$ cat config.mk
export PLATFORM = sky130hd
export DESIGN_NAME = spike_synapse
export DESIGN_NICKNAME = d
export VERILOG_FILES = /design/src/rtl/synapse_pkg.sv /design/src/rtl/spike_edge_filter.sv /design/src/rtl/spike_synapse.sv
export SDC_FILE = /design/constraint.sdc
export NUM_CORES = 1
export LEC_CHECK = 0
export ABC_AREA = 0
export ABC_CLOCK_PERIOD_IN_PS = 3000
export BUFFER_PORTS_ARGS = -buffer_cell sky130_fd_sc_hd__buf_2
export CORE_UTILIZATION = 45
export CTS_CLUSTER_DIAMETER = 200
export DETAILED_ROUTE_END_ITERATION = 10
export PLACE_DENSITY = 0.67
export SLEW_MARGIN = 20
export SYNTH_ARGS = -nofsm -noshare
export SYNTH_HDL_FRONTEND = slang
export SYNTH_SLANG_ARGS = --single-unit
$ cat constraint.sdc
create_clock -name clk -period 3 [get_ports clk]
set_input_delay 0.15 -clock clk [delete_from_list [all_inputs] [get_ports clk]]
set_output_delay 0.15 -clock clk [all_outputs]
set_load 0.05 [all_outputs]
$ cat src/rtl/synapse_pkg.sv
// Shared widths and saturating arithmetic for the spike-to-current synapse.
package synapse_pkg;

  localparam int CUR_W  = 8;
  localparam int RATE_W = 8;

  typedef logic [CUR_W-1:0]  cur_t;
  typedef logic [RATE_W-1:0] rate_t;

  function automatic logic [7:0] sat_add8(input logic [7:0] a, input logic [7:0] b);
    logic [8:0] sum;
    sum = {1'b0, a} + {1'b0, b};
    return sum[8] ? 8'hFF : sum[7:0];
  endfunction

endpackage

$ cat src/rtl/spike_edge_filter.sv
// Rising-edge detect on a multi-bit spike bus plus refractory hold-off; combinational accept/dropped.
// Outputs valid in the sampling cycle; no backpressure.
module spike_edge_filter #(
  parameter int REFRACTORY = 4
) (
  input  logic       clk,
  input  logic       rst,
  input  logic [7:0] spike_in,
  output logic       accept,
  output logic       dropped
);

  logic       prev_q, prev_d;
  logic [7:0] refr_cnt_q, refr_cnt_d;
  logic       asserted;
  logic       edge_hit;

  always_comb begin
    asserted   = |spike_in;
    edge_hit   = asserted & ~prev_q;
    accept     = edge_hit & (refr_cnt_q == 8'd0);
    dropped    = edge_hit & (refr_cnt_q != 8'd0);
    prev_d     = asserted;
    refr_cnt_d = refr_cnt_q;
    if (accept) begin
      refr_cnt_d = 8'(REFRACTORY);
    end else if (refr_cnt_q != 8'd0) begin
      refr_cnt_d = refr_cnt_q - 8'd1;
    end
  end

  always_ff @(posedge clk) begin
    if (rst) begin
      prev_q     <= 1'b0;
      refr_cnt_q <= 8'd0;
    end else begin
      prev_q     <= prev_d;
      refr_cnt_q <= refr_cnt_d;
    end
  end

endmodule

$ cat src/rtl/spike_synapse.sv
// Spike-to-current synapse with exponential decay and windowed event-rate monitor.
// Edge in cycle N updates outputs in N+1; no backpressure, input sampled every cycle.
module spike_synapse
  import synapse_pkg::*;
#(
  parameter logic [7:0] WEIGHT       = 8'd40,
  parameter int         TAU_SHIFT    = 3,
  parameter int         DECAY_PERIOD = 4,
  parameter int         REFRACTORY   = 4,
  parameter int         WINDOW       = 256
) (
  input  logic       clk,
  input  logic       rst,
  input  logic [7:0] spike_in,
  output logic [7:0] stim_current,
  output logic       event_pulse,   // "event" is a reserved word
  output logic       dropped,
  output logic [7:0] rate
);

  localparam int DW = (DECAY_PERIOD > 1) ? $clog2(DECAY_PERIOD) : 1;
  localparam int WW = $clog2(WINDOW);

  logic accept, drop_hit;

  spike_edge_filter #(.REFRACTORY(REFRACTORY)) u_filter (
    .clk      (clk),
    .rst      (rst),
    .spike_in (spike_in),
    .accept   (accept),
    .dropped  (drop_hit)
  );

  logic [DW-1:0] decay_cnt_q, decay_cnt_d;
  logic [WW-1:0] win_cnt_q, win_cnt_d;
  cur_t          cur_q, cur_d;
  rate_t         evt_cnt_q, evt_cnt_d;
  rate_t         rate_q, rate_d;
  logic          event_q, event_d;
  logic          dropped_q, dropped_d;

  logic  tick;
  cur_t  step;
  cur_t  decayed;
  rate_t evt_inc;

  always_comb begin
    tick        = (decay_cnt_q == DW'(DECAY_PERIOD - 1));
    decay_cnt_d = tick ? '0 : decay_cnt_q + 1'b1;

    // Shift alone stalls below 2^TAU_SHIFT; force a unit step so the current reaches 0.
    step = cur_q >> TAU_SHIFT;
    if (step == '0 && cur_q != '0) step = 8'd1;
    decayed = tick ? cur_q - step : cur_q;
    cur_d   = accept ? sat_add8(decayed, WEIGHT) : decayed;

    evt_inc = sat_add8(evt_cnt_q, {7'd0, accept});
    rate_d  = rate_q;
    if (win_cnt_q == WW'(WINDOW - 1)) begin
      rate_d    = evt_inc;
      evt_cnt_d = '0;
      win_cnt_d = '0;
    end else begin
      evt_cnt_d = evt_inc;
      win_cnt_d = win_cnt_q + 1'b1;
    end

    event_d   = accept;
    dropped_d = drop_hit;
  end

  always_ff @(posedge clk) begin
    if (rst) begin
      decay_cnt_q <= '0;
      win_cnt_q   <= '0;
      cur_q       <= '0;
      evt_cnt_q   <= '0;
      rate_q      <= '0;
      event_q     <= 1'b0;
      dropped_q   <= 1'b0;
    end else begin
      decay_cnt_q <= decay_cnt_d;
      win_cnt_q   <= win_cnt_d;
      cur_q       <= cur_d;
      evt_cnt_q   <= evt_cnt_d;
      rate_q      <= rate_d;
      event_q     <= event_d;
      dropped_q   <= dropped_d;
    end
  end

  assign stim_current = cur_q;
  assign event_pulse  = event_q;
  assign dropped      = dropped_q;
  assign rate         = rate_q;

endmodule

* Word-level counts from Yosys, hierarchy flattened
Index checks and enable logic that the tools add are counted.
Storage, ports and cells: flip-flop bits (word level) 45, bits of input ports 10, output and inout bits 18, word-level logic and storage cells 39
Operators by class: $add $sub $neg 6, equal/unequal tests 2, muxes and demuxes 7, bitwise gates (word level) 4, reduce and logical (&&, ||, !) cells 10
Operator list (count):
- $mux W8 | 4
- $logic_not A8 Y1 | 2
- $reduce_bool A8 Y1 | 2
- $add A8 B1 Y9 | 1
- $add A8 B6 Y9 const B | 1
- $add A8 B1 Y8 const B | 1
- $eq A8 B8 Y1 const B | 1
- $reduce_or A8 Y1 | 1
- $sub A8 B1 Y8 const B | 1
- $sub A8 B5 Y8 | 1
- $mux W3 | 2
- $reduce_or A2 Y1 | 3
- $mux W5 | 1
- $and A1 B1 Y1 | 3
- $add A2 B1 Y2 const B | 1
- $eq A2 B2 Y1 const B | 1
- $reduce_bool A2 Y1 | 1
- $logic_and A1 B1 Y1 | 1
- $not A1 Y1 | 1

* Depth between registers and ports, before layout
depth after elaboration 8, depth in mapped cells 14

* Hierarchy
A second synthesis with hierarchy kept.
Second synthesis, totals: cell total of the unflattened synthesis 253, area total of the unflattened synthesis 2277.2 um2
Modules (own cells, without submodules):
- spike_synapse | instances 1, cells each 204, area each 1809.2 um2, seq. area each 720.7 um2
- spike_edge_filter | instances 1, cells each 49, area each 467.9 um2, seq. area each 180.2 um2

* Worst setup path before layout
No wires, ideal clock.
kind reg-to-reg, start register cur_q[1], in the netlist stim_current[1], end register cur_q[7], in the netlist stim_current[7], setup time 0.079 ns, arrival 3.015 ns, slack -0.094 ns, stages on the path, launching flop included 14, path buffers 0, clock period less this slack 3.094 ns, cells stage by stage dfxtp_1 nor3_1 o21bai_1 ha_1 inv_1 fa_1 a21o_1 a211o_1 a31oi_4 inv_1 ha_1 nand3b_1 and4_1 a211oi_2
On the way: word-level cells in the longest chain between the ends 8
RTL lines:
- start: declaration | line spike_synapse.sv:36 | cur_t cur_q, cur_d;
- start signal: assignment | line spike_synapse.sv:84 | cur_q <= cur_d;
- $reduce_bool A8 Y1 | line spike_synapse.sv:53 | if (step == '0 && cur_q != '0) step = 8'd1;
- $logic_and A1 B1 Y1 | line spike_synapse.sv:53
- $mux W5 | line spike_synapse.sv:53
- $sub A8 B5 Y8 | line spike_synapse.sv:54 | decayed = tick ? cur_q - step : cur_q;
- $mux W8 * | line spike_synapse.sv:54
- $add A8 B6 Y9 | line synapse_pkg.sv:12 | sum = {1'b0, a} + {1'b0, b};
- $mux W8 | line synapse_pkg.sv:13 | return sum[8] ? 8'hFF : sum[7:0];
- $mux W8 * | line spike_synapse.sv:55 | cur_d = accept ? sat_add8(decayed, WEIGHT) : decayed;
Every way passes the cells marked *; elsewhere a longest branch is shown, timed or not. A chain may end at the register's enable or synchronous reset.

* Worst setup path after layout
start register cur_q[7], in the netlist stim_current[7], end register cur_q[7], in the netlist stim_current[7]
On the way: word-level cells in the longest chain between the ends 8, elaborated cells between the ends (all ways) 9, classes of those cells 2 x add/sub; 4 x mux; 3 x reduce/logical
RTL lines (line):
- $logic_not A8 Y1 or $reduce_bool A8 Y1 (tied branches) | spike_synapse.sv:53
- $logic_and A1 B1 Y1 | spike_synapse.sv:53
- $mux W5 | spike_synapse.sv:53
- $sub A8 B5 Y8 | spike_synapse.sv:54
- $mux W8 * | spike_synapse.sv:54
- $add A8 B6 Y9 | synapse_pkg.sv:12
- $mux W8 | synapse_pkg.sv:13
- $mux W8 * | spike_synapse.sv:55
Marks and branches as above.

==> impl_metrics.py <==
metrics = {
    "yosys": {
        "synthesis.nets": 271,
        "yosys.area_share.adder": 0.0700,
        "ys_top_cells_by_area": "dfxtp_1 (40%), nor2_1 (7.3%), ha_1 (6.1%)",
        "syn-cell-area_um2": 2250,
        "yosys.area_share.simple": 0.264,
        "synth_top_family_by_area": "simple AND/OR/NAND/NOR gates",
        "synth.distinct_cells": 54,
        "synthCells": 249,
        "ys_seq_area_frac": 0.400,
        "yosys_warnings": 0,
        "ys_ff_latch": 45,
        "synth-xor-area-share": 0.0656,
        "async_flop_share": 0,
        "synth_top_cell_by_area": "dfxtp_1",
        "synth_area_per_cell_um2": 9.04,
        "synthMuxAreaShare": 0.00889,
        "synth_compound_area_frac": 0.148,
        "synth_common_cells": "dfxtp_1 (45), nor2_1 (44), inv_1 (14), ha_1 (11), nand3_1 (11)",
        "synth_top_area_frac": 0.400,
        "yosysMostFrequentCell": "dfxtp_1",
        "dominantRegCellSynth": "dfxtp_1",
        "synth_edf_count": 0,
    },
    "run_status": {
        "status": "completed",
    },
    "timing": {
        "hold_viol": 0,
        "fin_skew_ns": 0.00464,
        "slew_violations": 0,
        "tns_ns": 0,
        "period_share": 0.940,
        "finalSetupViolations": 0,
        "final.min_clock_period_ns": 2.82,
        "max_freq_ghz": 0.355,
        "tightest_slew_ns": 0.532,
        "slew-limit-headroom": 0.645,
        "holdWs_ns": 0.173,
    },
    "layout": {
        "nNetsFinal": 301,
        "fin_area_um2": 2560,
        "area_delta_synth_final_pct": 13.8,
        "fill_cells": 490,
        "final_cells": 346,
        "antennaDiodeCount": 0,
        "drive_gt1_frac": 0.244,
    },
    "power_and_ir_drop": {
        "power_density_nw_per_um2": 845,
        "internal-power_w": 0.00128,
        "clkPwrFrac": 0.171,
        "combPwrFrac": 0.471,
        "netSwitchingPower_w": 0.000890,
        "leakagePower_nw": 1.06,
        "vdd_ir_drop_max_mv": 0.362,
        "total_power_w": 0.00217,
        "netSwitchingFraction": 0.411,
        "pwr-share-seq": 0.357,
    },
    "worst_setup_path": {
        "worstPathArrival_ns": 3.03,
        "startpoint_type": "flip-flop",
        "reg2regPathDepth": 14,
        "reg2reg_slack_ns": 0.18,
        "crit_required_ns": 3.21,
        "end_kind": "flip-flop",
        "rr_startpoint": "stim_current[7]",
        "crit_fanout": 3,
        "reg2reg_to": "stim_current[7]",
        "worstSetupPathType": "flip-flop to flip-flop",
    },
    "global_route": {
        "grt_pass1_wl_mm": 7.02,
        "antenna_found_initial": 0,
        "grt_pass1_vias": 1591,
        "grt_use_total": 0.170,
        "globalRouteOverflowTotal": 0,
        "grt_max_degree": 29,
    },
    "floorplanning": {
        "die_y_um": 72.7,
        "placementRows": 25,
        "die_area_um2": 5290,
        "core_area_um2": 4750,
        "ios": 28,
        "start_util": 0.474,
        "die_x_um": 72.7,
    },
    "drt": {
        "wirelength_mm": 4.03,
        "num_vias": 1768,
        "via_per_inst": 5.11,
        "drc": 0,
        "avgRoutedWirePerCell_um": 11.6,
        "drt_iter0_drc": 61,
        "ant_nets": 0,
        "firstDrtPassIters": 4,
    },
    "cts": {
        "ctsHoldBuffers": 0,
        "tritoncts": "built",
        "path_clk_slew_ns": 0.08,
        "clk_latency_ns": 0.29,
        "clock-sinks": 45,
        "cts_setup_buffers": 0,
        "h-tree-depth": 2,
        "cts.path.max_buffers": 2,
        "root_buffer": "clkbuf_8",
        "cts_inserted_buffers": 5,
    },
    "placement": {
        "placedCellCount": 339,
        "port_buffers": 27,
        "placed_cell_area_um2": 2460,
        "dp_hpwl_mm": 2.98,
        "gp_congestion": 0.837,
    },
    "hold_path": {
        "hold_start": "spike_in[2]",
        "hold_path_class": "input port to flip-flop",
        "min_to": "u_filter.prev_q",
        "min_path_cells": 4,
    },
    "job": {
        "cap_viol_max_count": 0,
    },
}
[layer usage]
layer,vias up,wire [um],part of all wire,track usage
met3,7,121,0.030,0.0387
met4,0,55,0.014,0.0675
met5,-,0,0,0
met1,816,2070,0.51,0.230
met2,19,1780,0.44,0.265
li1,926,-,-,-
[metrics by stage]
stage          setup slack (ns)   util
2_1_floorplan          0.000659      -
3_3_place_gp              0.156  0.518
3_5_place_dp             0.0553  0.518
4_1_cts                  0.0207  0.537
5_1_grt                -0.00308  0.539
6_report                  0.180  0.539
[logic make-up after synthesis]
group / count (synthesis)
XOR/XNOR: 16
adder cells (fa/ha/maj): 12
buffers and inverters: 22
AND/OR/NAND/NOR: 107
multiplexers: 2
flip-flops: 45
AO/OA/AOI/OAI: 45
[worst max-delay path, stage by stage, from the launching register on]
cell and delay [ns]:
dfxtp_2 0.32, inv_1 0.10, nand4_1 0.12, o21bai_1 0.17
ha_2 0.19, inv_1 0.05, fa_2 0.35, a21o_1 0.17
a211o_1 0.32, a31oi_4 0.17, inv_1 0.06, ha_1 0.19
nand3b_1 0.18, and4_1 0.18, a211oi_2 0.19
[power groups by stage]
stage	clock (W)	sequential (W)	combinational [W]
2_1_floorplan	0	0.000885	0.000720
3_3_place_gp	0	0.000778	0.000999
3_5_place_dp	0	0.000783	0.00101
4_1_cts	0.000390	0.000770	0.00102
5_1_grt	0.000404	0.000787	0.00113
6_report	0.000371	0.000774	0.00102
[placed cells by master (no fill, tap or decap), types with 3 or more instances in the layout]
cell      instances
a211oi_1          8
a21oi_1          10
and3_1            5
buf_2            27
buf_4             3
clkbuf_8          6
dfxtp_1          38
dfxtp_2           6
ha_1              9
inv_1            12
nand2_1           9
nand2b_1          5
nand3_1          11
nand3b_1          4
nand4_1           3
nor2_1           44
nor2_4            3
nor3_1            4
o21ai_0           7
o21ai_1           4
or3_1             3
xnor2_1           9
xor2_1            6
[worst max-delay path by stage]
stage,cells past startpoint,slack (ns),endpoint,start
floorplan,12,0.0007,stim_current[7],stim_current[3]
global placement,12,0.16,rate[3],u_filter.refr_cnt_q[0]
detailed placement,14,0.06,stim_current[7],stim_current[4]
CTS,14,0.02,stim_current[7],stim_current[4]
global route,12,-0.003,rate[5],u_filter.refr_cnt_q[0]
finish,14,0.18,stim_current[7],stim_current[7]
[repair_timing]
action,4_1_cts,5_1_grt
endpoints found under the setup margin,0,8
hold endpoints to repair,0,0
gates resized for setup,0,7
[flip-flops by register name, indices dropped and copies added, names as in the netlist]
signal,cells
decay_cnt_q,2
dropped,1
event_pulse,1
evt_cnt_q,8
rate,8
stim_current,8
u_filter.prev_q,1
u_filter.refr_cnt_q,8
win_cnt_q,8
[final cells by class]
type / count / area, um2 / area share
clock buffers: 7 / 86.3 / 0.0337
inverters: 15 / 61.3 / 0.0239
multi-input cells: 182 / 1260 / 0.492
flip-flops and latches: 45 / 912 / 0.356
well taps: 67 / 83.8 / 0.0327
repair buffers: 30 / 158 / 0.0615
(Power assumes the default switching activity.)
